<file path="src/rtl/prog_loader_pkg.sv">
// ============================================================================
// Module      : prog_loader_pkg
// Description : Shared types and constants for the boot-time program loader.
// Revision    : 1.0 - initial release
// ============================================================================
`default_nettype none

package prog_loader_pkg;

    localparam int HDR_W      = 16;
    localparam int WORD_BYTES = 4;
    localparam int WORD_W     = 8 * WORD_BYTES;
    localparam int BCNT_W     = $clog2(WORD_BYTES);

    typedef enum logic [2:0] {
        HDR_HI = 3'd0,
        HDR_LO = 3'd1,
        LOAD   = 3'd2,
        FLUSH  = 3'd3,
        RUN    = 3'd4,
        ERR    = 3'd5
    } state_t;

endpackage

`default_nettype wire

</file>
<file path="src/rtl/prog_loader_byte_packer.sv">
// ============================================================================
// Module      : prog_loader_byte_packer
// Description : Shifts bytes MSB-first into a 32-bit word; flags the 4th byte.
// Revision    : 1.0 - initial release
// ============================================================================
`default_nettype none

module prog_loader_byte_packer
    import prog_loader_pkg::*;
(
    input  logic              clk,
    input  logic              rst,
    input  logic              i_clear,
    input  logic              i_shift_en,
    input  logic [7:0]        i_byte,
    output logic [WORD_W-1:0] o_word,
    output logic              o_word_done
);

    // Only the three older bytes need storage; the newest byte is the live input.
    logic [WORD_W-9:0] r_word;
    logic [BCNT_W-1:0] r_cnt;
    logic [WORD_W-1:0] w_word;

    assign w_word      = {r_word, i_byte};
    assign o_word      = w_word;
    assign o_word_done = i_shift_en && (r_cnt == BCNT_W'(WORD_BYTES - 1));

    always_ff @(posedge clk) begin
        if (rst || i_clear) begin
            r_word <= '0;
            r_cnt  <= '0;
        end else if (i_shift_en) begin
            r_word <= w_word[WORD_W-9:0];
            r_cnt  <= r_cnt + 1'b1;
        end
    end

endmodule

`default_nettype wire

</file>
<file path="src/rtl/prog_loader.sv">
// ============================================================================
// Module      : prog_loader
// Description : Boot loader: parses a counted byte stream into instruction
//               memory writes, then releases the processor from reset.
// Revision    : 1.0 - initial release
// ============================================================================
`default_nettype none

module prog_loader
    import prog_loader_pkg::*;
#(
    parameter int ADDR_W = 8
) (
    input  logic              clk,
    input  logic              rst,
    input  logic              in_valid,
    input  logic [7:0]        in_data,
    output logic              in_ready,
    output logic              imem_we,
    output logic [ADDR_W-1:0] imem_addr,
    output logic [WORD_W-1:0] imem_wdata,
    output logic              cpu_rst,
    output logic              done,
    output logic              err
);

    localparam logic [31:0] c_CAP = 32'(1) << ADDR_W;

    state_t            r_state;
    state_t            w_state_next;
    logic [HDR_W-1:0]  r_count;
    logic [ADDR_W:0]   r_widx;
    logic              r_imem_we;
    logic [ADDR_W-1:0] r_imem_addr;
    logic [WORD_W-1:0] r_imem_wdata;
    logic              r_cpu_rst;
    logic              r_done;
    logic              r_err;

    logic              w_accept;
    logic              w_shift_en;
    logic              w_clear;
    logic [HDR_W-1:0]  w_hdr_full;
    logic [ADDR_W:0]   w_widx_inc;
    logic              w_last_word;
    logic [WORD_W-1:0] w_word;
    logic              w_word_done;

    assign in_ready = !rst && ((r_state == HDR_HI) || (r_state == HDR_LO) || (r_state == LOAD));
    assign w_accept    = in_valid && in_ready;
    assign w_shift_en  = w_accept && (r_state == LOAD);
    assign w_clear     = (r_state != LOAD);
    assign w_hdr_full  = {r_count[HDR_W-1:8], in_data};
    assign w_widx_inc  = r_widx + {{ADDR_W{1'b0}}, 1'b1};
    // The word being completed is the last one when its 1-based index equals the count.
    assign w_last_word = (32'(w_widx_inc) == 32'(r_count));

    prog_loader_byte_packer u_byte_packer (
        .clk         (clk),
        .rst         (rst),
        .i_clear     (w_clear),
        .i_shift_en  (w_shift_en),
        .i_byte      (in_data),
        .o_word      (w_word),
        .o_word_done (w_word_done)
    );

    always_comb begin
        w_state_next = r_state;
        case (r_state)
            HDR_HI: begin
                if (w_accept) w_state_next = HDR_LO;
            end
            HDR_LO: begin
                if (w_accept) begin
                    if (w_hdr_full == '0)
                        w_state_next = RUN;
                    else if (32'(w_hdr_full) > c_CAP)
                        w_state_next = ERR;
                    else
                        w_state_next = LOAD;
                end
            end
            LOAD: begin
                if (w_word_done && w_last_word) w_state_next = FLUSH;
            end
            FLUSH:   w_state_next = RUN;
            RUN:     w_state_next = RUN;
            ERR:     w_state_next = ERR;
            default: w_state_next = HDR_HI;
        endcase
    end

    always_ff @(posedge clk) begin
        if (rst) begin
            r_state      <= HDR_HI;
            r_count      <= '0;
            r_widx       <= '0;
            r_imem_we    <= 1'b0;
            r_imem_addr  <= '0;
            r_imem_wdata <= '0;
            r_cpu_rst    <= 1'b1;
            r_done       <= 1'b0;
            r_err        <= 1'b0;
        end else begin
            r_state   <= w_state_next;
            r_imem_we <= 1'b0;
            if (w_accept && (r_state == HDR_HI)) r_count[HDR_W-1:8] <= in_data;
            if (w_accept && (r_state == HDR_LO)) r_count[7:0]       <= in_data;
            if (w_word_done) begin
                r_imem_we    <= 1'b1;
                r_imem_wdata <= w_word;
                r_imem_addr  <= r_widx[ADDR_W-1:0];
                r_widx       <= w_widx_inc;
            end
            // RUN is reached either via FLUSH or directly from an empty header.
            if ((r_state == FLUSH) || (r_state == RUN)) begin
                r_cpu_rst <= 1'b0;
                r_done    <= 1'b1;
            end
            if (w_state_next == ERR) r_err <= 1'b1;
        end
    end

    assign imem_we    = r_imem_we;
    assign imem_addr  = r_imem_addr;
    assign imem_wdata = r_imem_wdata;
    assign cpu_rst    = r_cpu_rst;
    assign done       = r_done;
    assign err        = r_err;

endmodule

`default_nettype wire
</file>
<file path="config.mk">
export PLATFORM = sky130hd
export DESIGN_NAME = prog_loader
export DESIGN_NICKNAME = d
export VERILOG_FILES = /design/src/rtl/prog_loader_pkg.sv /design/src/rtl/prog_loader_byte_packer.sv /design/src/rtl/prog_loader.sv
export SDC_FILE = /design/constraint.sdc
export NUM_CORES = 1
export LEC_CHECK = 0
export ABC_AREA = 1
export CORE_ASPECT_RATIO = 0.8
export CORE_MARGIN = 3
export CORE_UTILIZATION = 52
export DETAILED_ROUTE_END_ITERATION = 10
export PLACE_DENSITY = 0.79
export SYNTH_ARGS = -nofsm -noshare
export SYNTH_HDL_FRONTEND = slang
export SYNTH_HIERARCHICAL = 1
export SYNTH_SLANG_ARGS = --single-unit
</file>
<file path="constraint.sdc">
create_clock -name clk -period 3.98 [get_ports clk]
set_input_delay 0.398 -clock clk [delete_from_list [all_inputs] [get_ports clk]]
set_output_delay 0.398 -clock clk [all_outputs]
set_load 0.02 [all_outputs]
</file>
==> results of run 1 <==
==> layer usage <==
| layer | vias to the layer above | GRT usage [%] | wire (microns) |
|---|---|---|---|
| met3 | 7 | 4.39 | 510 |
| met2 | 78 | 33.3 | 4040 |
| met5 | - | 0 | 0 |
| met1 | 1715 | 30.7 | 4650 |
| met4 | 0 | 5.57 | 70 |
| li1 | 1897 | - | - |
==> worst max path at each step <==
stage | to | from | cells past startpoint | slack (ns)
2_1_floorplan | r_widx[4]$_SDFFE_PP0P_ | rst | 14 | 1.78
3_3_place_gp | r_state[0]$_SDFF_PP0_ | rst | 17 | 1.02
3_5_place_dp | r_state[0]$_SDFF_PP0_ | rst | 17 | 0.95
4_1_cts | r_state[0]$_SDFF_PP0_ | rst | 17 | 1.32
5_1_grt | r_state[0]$_SDFF_PP0_ | rst | 17 | 0.92
6_report | r_state[0]$_SDFF_PP0_ | rst | 17 | 1.33
==> flip-flops by register name (all words and copies together), names as in the netlist <==
signal	cells
imem_addr	8
done	1
err	1
u_byte_packer/r_cnt	2
cpu_rst	1
u_byte_packer/r_word	24
imem_we	1
r_state	3
r_widx	9
imem_wdata	32
r_count	16
==> cells in the mapped netlist, types with 3 or more instances <==
cell        n  area, sq um
nor2_1    141          529
nand2_1   100          375
dfxtp_1    98         1960
inv_1      71          267
o21ai_0    59          295
a21oi_1    31          155
nand3_1    25          125
clkbuf_1   14         52.6
buf_4      12         90.1
buf_2       6         30.0
buf_6       5         56.3
nand4_1     5         31.3
o21ai_1     5         25.0
a21oi_2     3         26.3
nor2_4      3         33.8
o211ai_1    3         22.5
==> layout make-up <==
type	instances	area (sq um)	area share [%]
clock buffer	10	128	2.60
clock inverter	6	90.1	1.84
inverter	74	280	5.72
multi-input combinational	384	1730	35.3
sequential	98	1960	40.0
tap	105	131	2.68
timing repair buffer	59	581	11.8
==> metrics by stage <==
stage | utilization, % | hold slack, ns | power (mW)
detailed placement | 61.3 | 0.442 | 1.12
finish | 64.2 | 0.461 | 1.80
CTS | 64.2 | 0.459 | 1.82
global route | 64.2 | 0.487 | 1.87
floorplan | - | 0.444 | 1.09
global placement | 61.3 | 0.448 | 1.12
==> kinds of logic (layout without fill, tap and decap cells) <==
group           Yosys count  in the layout  synth area share (%)
buf+inv                 112            149                  12.2
xor+xnor                  1              1                 0.208
simple gates            280            280                  27.8
fa+ha+maj                 2              2                 0.595
flops                    98             98                  46.7
compound gates          101            101                  12.5
==> power by group through the flow <==
| stage | Clock [mW] | Combinational, mW | Sequential, mW |
|---|---|---|---|
| 6_report | 0.701 | 0.0977 | 1.00 |
| 4_1_cts | 0.718 | 0.0971 | 1.00 |
| 3_5_place_dp | 0 | 0.0963 | 1.02 |
| 5_1_grt | 0.756 | 0.110 | 1.00 |
| 3_3_place_gp | 0 | 0.0943 | 1.02 |
| 2_1_floorplan | 0 | 0.0700 | 1.02 |
==> critical path: stages <==
cell             delay [ns]
clkdlybuf4s50_1        0.64
inv_1                  0.16
and3_4                 0.23
nand4_1                0.08
inv_1                  0.08
nand2_1                0.05
inv_1                  0.47
inv_2                  0.07
nor2_1                 0.10
nand2_1                0.06
nor2_1                 0.08
nand2_1                0.06
nor2_1                 0.10
nand2_1                0.05
nor2_1                 0.08
nand3_1                0.10
a21oi_2                0.12
==> results.py, run 1 <==
metrics = {
    "clock_tree": {
        "root_buffer": "clkbuf_8",
        "holdBufCountCts": 0,
        "h-tree-depth": 3,
        "tritoncts": "done",
        "clk_latency_ns": 0.36,
        "cts_resized": 0,
        "path_clk_slew_ns": 0.09,
        "cts_setup_buffers": 0,
        "clock-sinks": 98,
        "cts.path.max_buffers": 2,
        "cts_buffers": 9,
    },
    "route": {
        "wire_per_inst_microns": 12.6,
        "drc": 0,
        "vias": 3697,
        "via_per_inst": 5.02,
        "routed_wl_mm": 9.27,
        "initialDrtViolationCount": 212,
        "drtPass1Iterations": 4,
        "final_antenna_net_count": 0,
    },
    "critical_path": {
        "reg2regPathDepth": 16,
        "critPathKind": "in -> reg",
        "start_kind": "input port",
        "r2r_slack_ns": 1.63,
        "crit_required_ns": 4.27,
        "r2r-end": "r_state[0]$_SDFF_PP0_",
        "end_kind": "register",
        "cp_max_fo": 24,
        "regToRegStartpoint": "r_state[1]$_SDFF_PP0_",
        "cp.arrival_ns": 2.94,
    },
    "die": {
        "die_w_microns": 107,
        "die_area_sq_um": 9200,
        "start_util_pct": 55.0,
        "coreArea_sq_um": 7640,
        "rows": 28,
        "dieHeight_microns": 86.4,
        "ios": 56,
    },
    "placed_design": {
        "portBuffers": 55,
        "postPlaceCellArea_sq_um": 4680,
        "dp.cells": 720,
        "post-dp-hpwl_mm": 6.40,
        "place_congestion": 0.879,
        "dp_slack_ns": 0.950,
    },
    "yosys": {
        "yosys_most_used_dff": "dfxtp_1",
        "syn_inst": 594,
        "async_flop_share_pct": 0,
        "syn-num-nets": 607,
        "syn_area_sq_um": 4200,
        "yosys_warnings": 6,
        "synth-seq-cells": 98,
        "seq_area_frac_synth_pct": 46.7,
        "syn_area_per_cell_sq_um": 7.08,
        "synth-edff-count": 0,
        "synth_cell_types": 26,
    },
    "job": {
        "maxCapViolations": 0,
    },
    "timing": {
        "tightestPinTransition_ns": 0.645,
        "setup_viol": 0,
        "finClkSkew_ns": 0.00621,
        "final.min_clock_period_ns": 2.65,
        "fmax_mhz": 378,
        "max-slew-margin-rel_pct": 57.0,
        "maxSlewViolCount": 0,
        "fin_crit_sh_pct": 66.5,
        "rsz0062_at_grt": "no",
        "finalHoldViolations": 0,
        "finalSetupTns_ns": 0,
        "finalWorstSetupSlack_ns": 1.33,
    },
    "finish": {
        "mostFrequentLayoutCells": "nor2_1 (141), nand2_1 (100), dfxtp_1 (98), inv_1 (71), o21ai_0 (59)",
        "nFillCells": 697,
        "area_growth_pct": 16.6,
        "nets": 639,
        "final_common_cell": "nor2_1",
        "final_cells": 736,
        "n_antenna_cell": 0,
        "fin_area_sq_um": 4900,
        "final_layout_size_suffix_gt1_share_pct": 5.23,
    },
    "grt": {
        "grt_use_total_pct": 21.5,
        "grt_pass1_wl_mm": 16.2,
        "antenna_found_initial": 0,
        "overflow": 0,
        "grt_max_degree": 65,
        "grt_pass1_vias": 3418,
    },
    "pwr": {
        "clkPwrFrac_pct": 39.0,
        "power_leakage_nw": 2.01,
        "peakVddDrop_v": 0.000176,
        "sw_frac_of_total_pct": 23.0,
        "comb_power_share_pct": 5.4,
        "p_sw_mw": 0.415,
        "internal_power_mw": 1.39,
        "power_density_nw_per_um2": 367,
        "seqPwrFrac_pct": 55.6,
    },
    "worst_hold_path": {
        "min_path_type": "reg -> reg",
        "holdPathEnd": "err$_SDFFE_PP0N_",
        "worstHoldStart": "err$_SDFFE_PP0N_",
        "holdPathStages": 2,
    },
    "status": {
        "outcome": "finished, final reports clean",
    },
}
Note: power is estimated with default switching activity, not from simulation.
==> inputs of run 2 (changes only) <==
- CORE_UTILIZATION: 52 -> 49
- PLACE_DENSITY: 0.79 -> 0.78
- clock period: 3.98 -> 2.2 ns (I/O delays scaled with it)
==> results.py, run 2 (synthesis gave the netlist of run 1 again) <==
metrics = {
    "placed_design": {
        "dp_slack_ns": 0.0894,
        "portBuffers": 55,
        "place_congestion": 0.852,
        "dp.cells": 727,
        "postPlaceCellArea_sq_um": 4720,
        "post-dp-hpwl_mm": 6.50,
    },
    "clock_tree": {
        "clock-sinks": 98,
        "root_buffer": "clkbuf_8",
        "tritoncts": "done",
        "holdBufCountCts": 0,
        "h-tree-depth": 3,
        "cts.path.max_buffers": 2,
        "clk_latency_ns": 0.36,
        "path_clk_slew_ns": 0.09,
        "cts_buffers": 9,
    },
    "timing": {
        "maxSlewViolCount": 0,
        "finalHoldViolations": 0,
        "finalSetupTns_ns": 0,
        "max-slew-margin-rel_pct": 61.4,
        "finalWorstSetupSlack_ns": 0.262,
        "rsz0062_at_grt": "no",
        "fin_crit_sh_pct": 88.1,
        "tightestPinTransition_ns": 0.578,
        "setup_viol": 0,
        "final.min_clock_period_ns": 1.94,
        "finClkSkew_ns": 0.0107,
        "fmax_mhz": 516,
    },
    "route": {
        "drc": 0,
        "final_antenna_net_count": 0,
        "routed_wl_mm": 9.32,
        "wire_per_inst_microns": 12.5,
        "initialDrtViolationCount": 289,
        "via_per_inst": 4.94,
        "drtPass1Iterations": 5,
        "vias": 3675,
    },
    "pwr": {
        "comb_power_share_pct": 5.9,
        "clkPwrFrac_pct": 35.4,
        "power_leakage_nw": 2.01,
        "sw_frac_of_total_pct": 25.7,
        "seqPwrFrac_pct": 58.6,
        "peakVddDrop_v": 0.000328,
        "p_sw_mw": 0.793,
        "power_density_nw_per_um2": 629,
        "p_total_mw": 3.09,
        "internal_power_mw": 2.30,
    },
    "grt": {
        "overflow": 0,
        "grt_max_degree": 65,
        "grt_pass1_wl_mm": 15.8,
        "antenna_found_initial": 0,
        "grt_pass1_vias": 3404,
        "grt_use_total_pct": 20.3,
    },
    "critical_path": {
        "crit_slowest_cell": "clkdlybuf4s50_1",
        "cp_slowest_stage_delay_ns": 0.61,
        "end_kind": "output port",
        "critPathLaunch": "r_state[0]$_SDFF_PP0_",
        "start_kind": "register",
        "crit_required_ns": 1.98,
        "regToRegStartpoint": "r_state[0]$_SDFF_PP0_",
        "critPathKind": "reg -> out",
        "cp_max_fo": 3,
        "critical_path.top_delay_family": "buffers and inverters",
        "crit_chain": "a21oi_2 -> buf_4 -> inv_1 -> nor2_1 -> clkdlybuf4s50_1",
        "timing.critical_path.buf_inv": 3,
        "cp.arrival_ns": 1.72,
    },
    "die": {
        "die_w_microns": 110,
        "ios": 56,
        "rows": 29,
        "die_area_sq_um": 9730,
        "dieHeight_microns": 88.8,
        "coreArea_sq_um": 8130,
        "start_util_pct": 51.7,
    },
    "finish": {
        "mostFrequentLayoutCells": "nor2_1 (141), nand2_1 (100), dfxtp_1 (97), inv_1 (70), o21ai_0 (59)",
        "final_layout_size_suffix_gt1_share_pct": 6.45,
        "largest_reg_flops": 32,
        "area_growth_pct": 16.8,
        "n_antenna_cell": 0,
        "fin_area_sq_um": 4910,
        "nets": 644,
        "final_common_cell": "nor2_1",
        "final_cells": 744,
        "nFillCells": 747,
    },
    "worst_hold_path": {
        "worstHoldStart": "imem_addr[0]$_SDFFE_PP0P_",
        "min_path_type": "reg -> reg",
    },
    "status": {
        "outcome": "finished, final reports clean",
    },
    "job": {
        "maxCapViolations": 0,
    },
}
-- run 2: cell type report --
class                   count  area, sq um  area share (%)
clock buffers               9          124            2.52
well taps                 108          135            2.75
repair buffers             64          618            12.6
inverters                  74          280            5.71
flip-flops and latches     98         1960            40.0
multi-input cells         384         1730            35.2
clock inverters             7         61.3            1.25
-- run 2: path summary, 6_finish.rpt --
check | endpoint | slack, ns | depth (start not counted)
worst max register to register | r_state[0]$_SDFF_PP0_ | 0.32 | 16
worst min-delay path | imem_addr[0]$_SDFFE_PP0P_ | 0.47 | 2
worst max-delay path | in_ready | 0.26 | 5
worst min register to register | imem_addr[0]$_SDFFE_PP0P_ | 0.47 | 2
-- run 2: per-stage QoR --
| stage | util, % | hold WS (ns) |
|---|---|---|
| 6_report | 60.4 | 0.473 |
| 5_1_grt | 60.4 | 0.498 |
| 4_1_cts | 60.3 | 0.474 |
| 3_5_place_dp | 58.0 | 0.453 |
| 3_3_place_gp | 58.0 | 0.452 |
| 2_1_floorplan | - | 0.355 |
-- run 2: routing by layer --
layer | part of all wire [%] | global-route usage [%]
met5 | 0 | 0
met3 | 6.5 | 5.25
met4 | 0.48 | 4.08
met1 | 49 | 28.4
met2 | 44 | 32.0
-- run 2: power by group through the flow --
stage                     Sequential (mW)  Clock (mW)  Combinational [mW]
after floorplan                      1.85           0               0.127
after global placement               1.85           0               0.176
after detailed placement             1.85           0               0.180
after CTS                            1.81        1.11               0.181
after global routing                 1.81        1.19               0.203
final                                1.81        1.09               0.183
-- run 2: worst register-to-register path, delay by kind of cell (launching register included) --
family,cells,cell delay (ns)
compound gates,2,0.29
buf+inv,3,0.18
flops,1,0.35
simple gates,11,0.98
-- run 2: timing repair --
| action | CTS | global route |
|---|---|---|
| setup endpoints to repair | 0 | 1 |
| buffers inserted | 0 | 1 |
| gates resized for setup | 0 | 2 |
